[src/rtl/hash160_digest_serializer_if.sv]
// Handshake bundle between the Hash160 core, the digest serializer and a byte-wide sink.
// master = upstream core plus downstream sink, slave = serializer.
interface hash160_digest_serializer_if #(
  parameter int DIGEST_BYTES = 20
);
  logic                      i_valid;
  logic [8*DIGEST_BYTES-1:0] i_digest;
  logic [7:0]                o_data;
  logic                      o_data_valid;
  logic                      i_data_ready;
  logic                      o_busy;
  logic                      o_done;

  modport master (
    output i_valid, i_digest, i_data_ready,
    input  o_data, o_data_valid, o_busy, o_done
  );

  modport slave (
    input  i_valid, i_digest, i_data_ready,
    output o_data, o_data_valid, o_busy, o_done
  );
endinterface

[src/rtl/hash160_digest_serializer.sv]
// Captures a parallel Hash160 digest on each i_valid rising edge and streams it MSB-first
// over valid/ready. Define HASH160_SER_HEX_ASCII_EN to emit lowercase ASCII hex instead.
module hash160_digest_serializer #(
  parameter int DIGEST_BYTES = 20,
  parameter int CNT_W        = 6
) (
  input  logic clk,
  input  logic rst_n,
  hash160_digest_serializer_if.slave bus
);

`ifdef HASH160_SER_HEX_ASCII_EN
  localparam int UNIT_W = 4;
  localparam int BEATS  = 2 * DIGEST_BYTES;
`else
  localparam int UNIT_W = 8;
  localparam int BEATS  = DIGEST_BYTES;
`endif
  localparam int              SR_W      = 8 * DIGEST_BYTES;
  localparam logic [CNT_W-1:0] LAST_BEAT = CNT_W'(BEATS - 1);

  typedef enum logic [1:0] {IDLE, SEND, DONE} state_t;

  state_t           state_reg;
  logic [SR_W-1:0]  shift_reg;
  logic [CNT_W-1:0] cnt_reg;
  logic             valid_d_reg;
  logic [7:0]       data_reg;
  logic             data_valid_reg;
  logic             busy_reg;
  logic             done_reg;

  logic             start;
  logic             transfer;
  logic [SR_W-1:0]  shift_next;

  assign start      = bus.i_valid & ~valid_d_reg;
  assign transfer   = data_valid_reg & bus.i_data_ready;
  assign shift_next = shift_reg << UNIT_W;

  // Maps one shift unit (byte or nibble) to the byte placed on the wire.
  function automatic logic [7:0] encode(input logic [UNIT_W-1:0] unit);
`ifdef HASH160_SER_HEX_ASCII_EN
    if (unit < 4'd10) return 8'h30 + {4'h0, unit};
    else              return 8'h57 + {4'h0, unit};
`else
    return unit;
`endif
  endfunction

  // o_data is registered from the next shift value so it never depends on i_data_ready
  // combinationally and holds still while a beat is stalled.
  always_ff @(posedge clk or negedge rst_n) begin
    if (!rst_n) begin
      state_reg      <= IDLE;
      shift_reg      <= '0;
      cnt_reg        <= '0;
      valid_d_reg    <= 1'b0;
      data_reg       <= 8'h00;
      data_valid_reg <= 1'b0;
      busy_reg       <= 1'b0;
      done_reg       <= 1'b0;
    end else begin
      valid_d_reg <= bus.i_valid;
      done_reg    <= 1'b0;
      case (state_reg)
        IDLE: begin
          if (start) begin
            shift_reg      <= bus.i_digest;
            cnt_reg        <= '0;
            data_reg       <= encode(bus.i_digest[SR_W-1 -: UNIT_W]);
            data_valid_reg <= 1'b1;
            busy_reg       <= 1'b1;
            state_reg      <= SEND;
          end
        end
        SEND: begin
          if (transfer) begin
            shift_reg <= shift_next;
            cnt_reg   <= cnt_reg + CNT_W'(1);
            data_reg  <= encode(shift_next[SR_W-1 -: UNIT_W]);
            if (cnt_reg == LAST_BEAT) begin
              data_valid_reg <= 1'b0;
              busy_reg       <= 1'b0;
              done_reg       <= 1'b1;
              state_reg      <= DONE;
            end
          end
        end
        DONE: begin
          state_reg <= IDLE;
        end
        default: begin
          state_reg      <= IDLE;
          data_valid_reg <= 1'b0;
          busy_reg       <= 1'b0;
        end
      endcase
    end
  end

  assign bus.o_data       = data_reg;
  assign bus.o_data_valid = data_valid_reg;
  assign bus.o_busy       = busy_reg;
  assign bus.o_done       = done_reg;

endmodule

[src/flat_wrapper.sv]
// flat-port wrapper written by rule: the top's interface ports become plain ports
module hash160_digest_serializer_flat 
#(
  parameter int DIGEST_BYTES = 20,
  parameter int CNT_W        = 6
)
  (clk, rst_n, bus_i_valid, bus_i_digest, bus_i_data_ready, bus_o_data, bus_o_data_valid, bus_o_busy, bus_o_done);
  hash160_digest_serializer_if #(.DIGEST_BYTES(DIGEST_BYTES)) bus_i ();
  input  logic clk;
  input  logic rst_n;
  input wire logic [$bits(bus_i.i_valid)-1:0] bus_i_valid;
  input wire logic [$bits(bus_i.i_digest)-1:0] bus_i_digest;
  input wire logic [$bits(bus_i.i_data_ready)-1:0] bus_i_data_ready;
  output wire logic [$bits(bus_i.o_data)-1:0] bus_o_data;
  output wire logic [$bits(bus_i.o_data_valid)-1:0] bus_o_data_valid;
  output wire logic [$bits(bus_i.o_busy)-1:0] bus_o_busy;
  output wire logic [$bits(bus_i.o_done)-1:0] bus_o_done;
  assign bus_i.i_valid = bus_i_valid;
  assign bus_i.i_digest = bus_i_digest;
  assign bus_i.i_data_ready = bus_i_data_ready;
  assign bus_o_data = bus_i.o_data;
  assign bus_o_data_valid = bus_i.o_data_valid;
  assign bus_o_busy = bus_i.o_busy;
  assign bus_o_done = bus_i.o_done;
  hash160_digest_serializer #(.DIGEST_BYTES(DIGEST_BYTES), .CNT_W(CNT_W)) u_core (.clk(clk), .rst_n(rst_n), .bus(bus_i));
endmodule
[config.mk]
export PLATFORM = sky130hd
export DESIGN_NAME = hash160_digest_serializer_flat
export DESIGN_NICKNAME = d
export VERILOG_FILES = /design/src/rtl/hash160_digest_serializer_if.sv /design/src/rtl/hash160_digest_serializer.sv /design/src/flat_wrapper.sv
export SDC_FILE = /design/constraint.sdc
export NUM_CORES = 1
export LEC_CHECK = 0
export ABC_AREA = 1
export CAP_MARGIN = 20
export CORE_UTILIZATION = 40
export CTS_CLUSTER_DIAMETER = 50
export CTS_CLUSTER_SIZE = 8
export DETAILED_ROUTE_END_ITERATION = 10
export DONT_BUFFER_PORTS = 1
export GPL_ROUTABILITY_DRIVEN = 1
export SLEW_MARGIN = 10
export SYNTH_ARGS = -nofsm -noshare
export SYNTH_HDL_FRONTEND = slang
export SYNTH_SLANG_ARGS = --single-unit
[constraint.sdc]
create_clock -name clk -period 1.29 [get_ports clk]
set_input_delay 0.387 -clock clk [delete_from_list [all_inputs] [get_ports clk]]
set_output_delay 0.387 -clock clk [all_outputs]
set_load 0.01 [all_outputs]
==> results.ini <==
[routing]
dr.pass1.iters = 4
first_iter_violations = 500
vias = 6228
routed_via_density = 5.10
drt_wl_total_mm = 19.7
wire_per_inst_um = 16.2
drc = 0
antenna_left = 0

[floorplanning]
start_util = 0.412
die_area_um2 = 20900
row_count = 51
boundaryPins = 175
die_w_um = 145
core-area_um2 = 19700
dieHeight_um = 145

[worst_setup_path]
critical_path_class = register to register
crit_family = simple AND/OR/NAND/NOR gates
path_max_fanout = 10
slowest_stage = dfrtp_1
worstPathArrival_ps = 1770
critical_path_buf_inv_count = 2
rrSetupSlack_ps = -170
cp-end-kind = register
max_stage_delay_ps = 400
path_cells = buf_6, nor2_4, nand2_4, nand2_8, bufbuf_16, o21ai_1
cp.required_ps = 1600
crit_path_start_kind = register

[synth]
yosysWarnings = 0
synthArstFlopShare = 1.00
synth_top_cell_area_share = 0.526
syn-instance-count = 933
yosysMostFrequentCell = nand2_1
ys_seq_elements = 171
avgSynthCellArea_um2 = 8.72
ys_seq_area_frac = 0.526
synth_common_cells = 183 x nand2_1, 171 x dfrtp_1, 160 x inv_1
ys_top_cells_by_area = dfrtp_1 53%, o211ai_1 13%, nand2_1 8.4%, inv_1 7.4%, o21ai_0 6.8%
synth-main-ff-cell = dfrtp_1
netlist.top_cell.by_area = dfrtp_1
synthesis.nets = 1098
syn-cell-area_um2 = 8130
synth_edf_count = 0
yosysUniqueCellTypes = 19

[run_status]
run_status = finished, violations left
violations = hold timing, setup timing

[worst_hold_path]
worst_hold_path_type = input port to async pin

[placement]
dp_cells = 1169
place_congestion = 0.766
dp_hpwl_mm = 12.2
io_buffers = 0

[timing]
worst_clock_skew_ps = 11.1
fin_tns_setup_ps = -18750
period_share = 1.13
setup_slack_ps = -174
final-hold-violation-count = 171
hold_slack_ps = -351
slew_viol_final = 0
worstMarginPinSlew_ps = 470
period_minus_slack_ps = 1460
grt_setup_unrepaired = yes
max_clock_freq_mhz = 683
maxSlewHeadroom = 0.687
setup_viol = 169

[clock_network]
clock_latency_ps = 430
cts_tree = done
clk_root_buffer_cell = clkbuf_16
path_clk_slew_ps = 70
ctsHtreeMaxLevel = 4
hold_buffers = 1
cts_sinks = 171
cts_buffers = 17
clock_path_buffers = 2

[pwr]
comb_power_share = 0.426
power_frac_seq = 0.346
switchingPower_uw = 9350
clkPwrFrac = 0.228
sw_frac_of_total = 0.371
power.internal_uw = 15800
peakVddDrop_mv = 1.02
p_leak_uw = 0.00441
power_uw = 25200
p_per_area_nw_per_um2 = 2620

[grt]
grt_max_degree = 172
overflow = 0
grtUsageTotal = 0.191
grt_pass1_wl_mm = 30.6
grt_pass1_vias = 5829
antenna_found_initial = 1

[final_layout]
layoutNonFillerInstCount = 1220
n_antenna_cell = 0
fin_nets = 1107
drive_gt1_frac = 0.110
area_growth_syn_to_layout_pct = 18.4
largest_reg_flops = 152

[run]
maxCapViolations = 0

==> worst register-to-register path, stage by stage, from the launching register on <==
cell and delay [ps]:
dfrtp_1 400, buf_6 130, nor2_4 110, nand2_4 130, nand2_8 210, bufbuf_16 310
o21ai_1 60
==> layer usage <==
metal / share of wire / GRT usage
met1: 0.47 / 0.268
met2: 0.45 / 0.277
met5: 0.00051 / 0
met3: 0.069 / 0.0616
met4: 0.012 / 0.0615
==> power by group through the flow <==
stage	sequential, uW	combinational (uW)	clock, uW
after detailed placement	8810	9280	0
after global routing	9000	12200	6090
after floorplan	8640	7460	0
after global placement	8750	9130	0
after CTS	8710	10300	5890
final	8710	10700	5750
==> placed cells by master, fill, tap and decap left out, drive strengths merged, types with 2 or more instances in the layout <==
cell type,netlist,final
a21oi,4,4
buf,62,50
bufinv,0,5
clkbuf,7,22
clkinv,0,2
clkinvlp,0,2
dfrtp,171,171
inv,161,166
nand2,186,189
nand3,14,14
nand4,2,2
nor2,12,12
o211ai,144,144
o21ai,169,169
==> area by class of cell <==
class	instances	area, um^2
clock inverter	14	231
sequential	171	4280
tap	265	332
fill	1861	10100
clock buffer	18	429
timing repair buffer	56	850
multi-input combinational	535	2890
inverter	161	612
==> kinds of logic (layout without fill, tap and decap cells) <==
logic type	Yosys count	after routing	synth area share
buffers and inverters	230	249	0.126
AOI/OAI and AO/OA	317	317	0.239
adders and majority gates	1	1	0.00154
DFF	171	171	0.526
and+or+nand+nor	214	217	0.106
==> per-stage QoR <==
stage,instance area (um^2),setup WS [ps],utilization
after floorplan,8230,-63.1,-
after global placement,8510,-193,0.432
after detailed placement,8510,-223,0.432
after CTS,9480,-167,0.481
after global routing,9620,-248,0.488
final,9620,-174,0.488
==> repair_timing <==
action / in CTS / in global routing
pin swaps: 3 / 1
gates resized for setup: 27 / 14
setup endpoints to repair: 170 / 172
endpoints found under the hold margin: 172 / 171
setup buffers: 4 / 1
cloned: 8 / 5
==> path summary, 6_finish.rpt <==
check	startpoint	endpoint	cells past startpoint
worst min-delay path	rst_n	u_core.shift_reg[98]	0
min in group clk	bus_i_digest[2]	u_core.shift_reg[2]	2
worst min register to register	u_core.cnt_reg[0]	u_core.cnt_reg[0]	1
worst max-delay path	u_core.state_reg[0]	u_core.shift_reg[33]	6
max in group asynchronous	rst_n	u_core.shift_reg[96]	0
worst max register to register	u_core.state_reg[0]	u_core.shift_reg[33]	6
No activity file was read; power rests on OpenSTA's default activity.
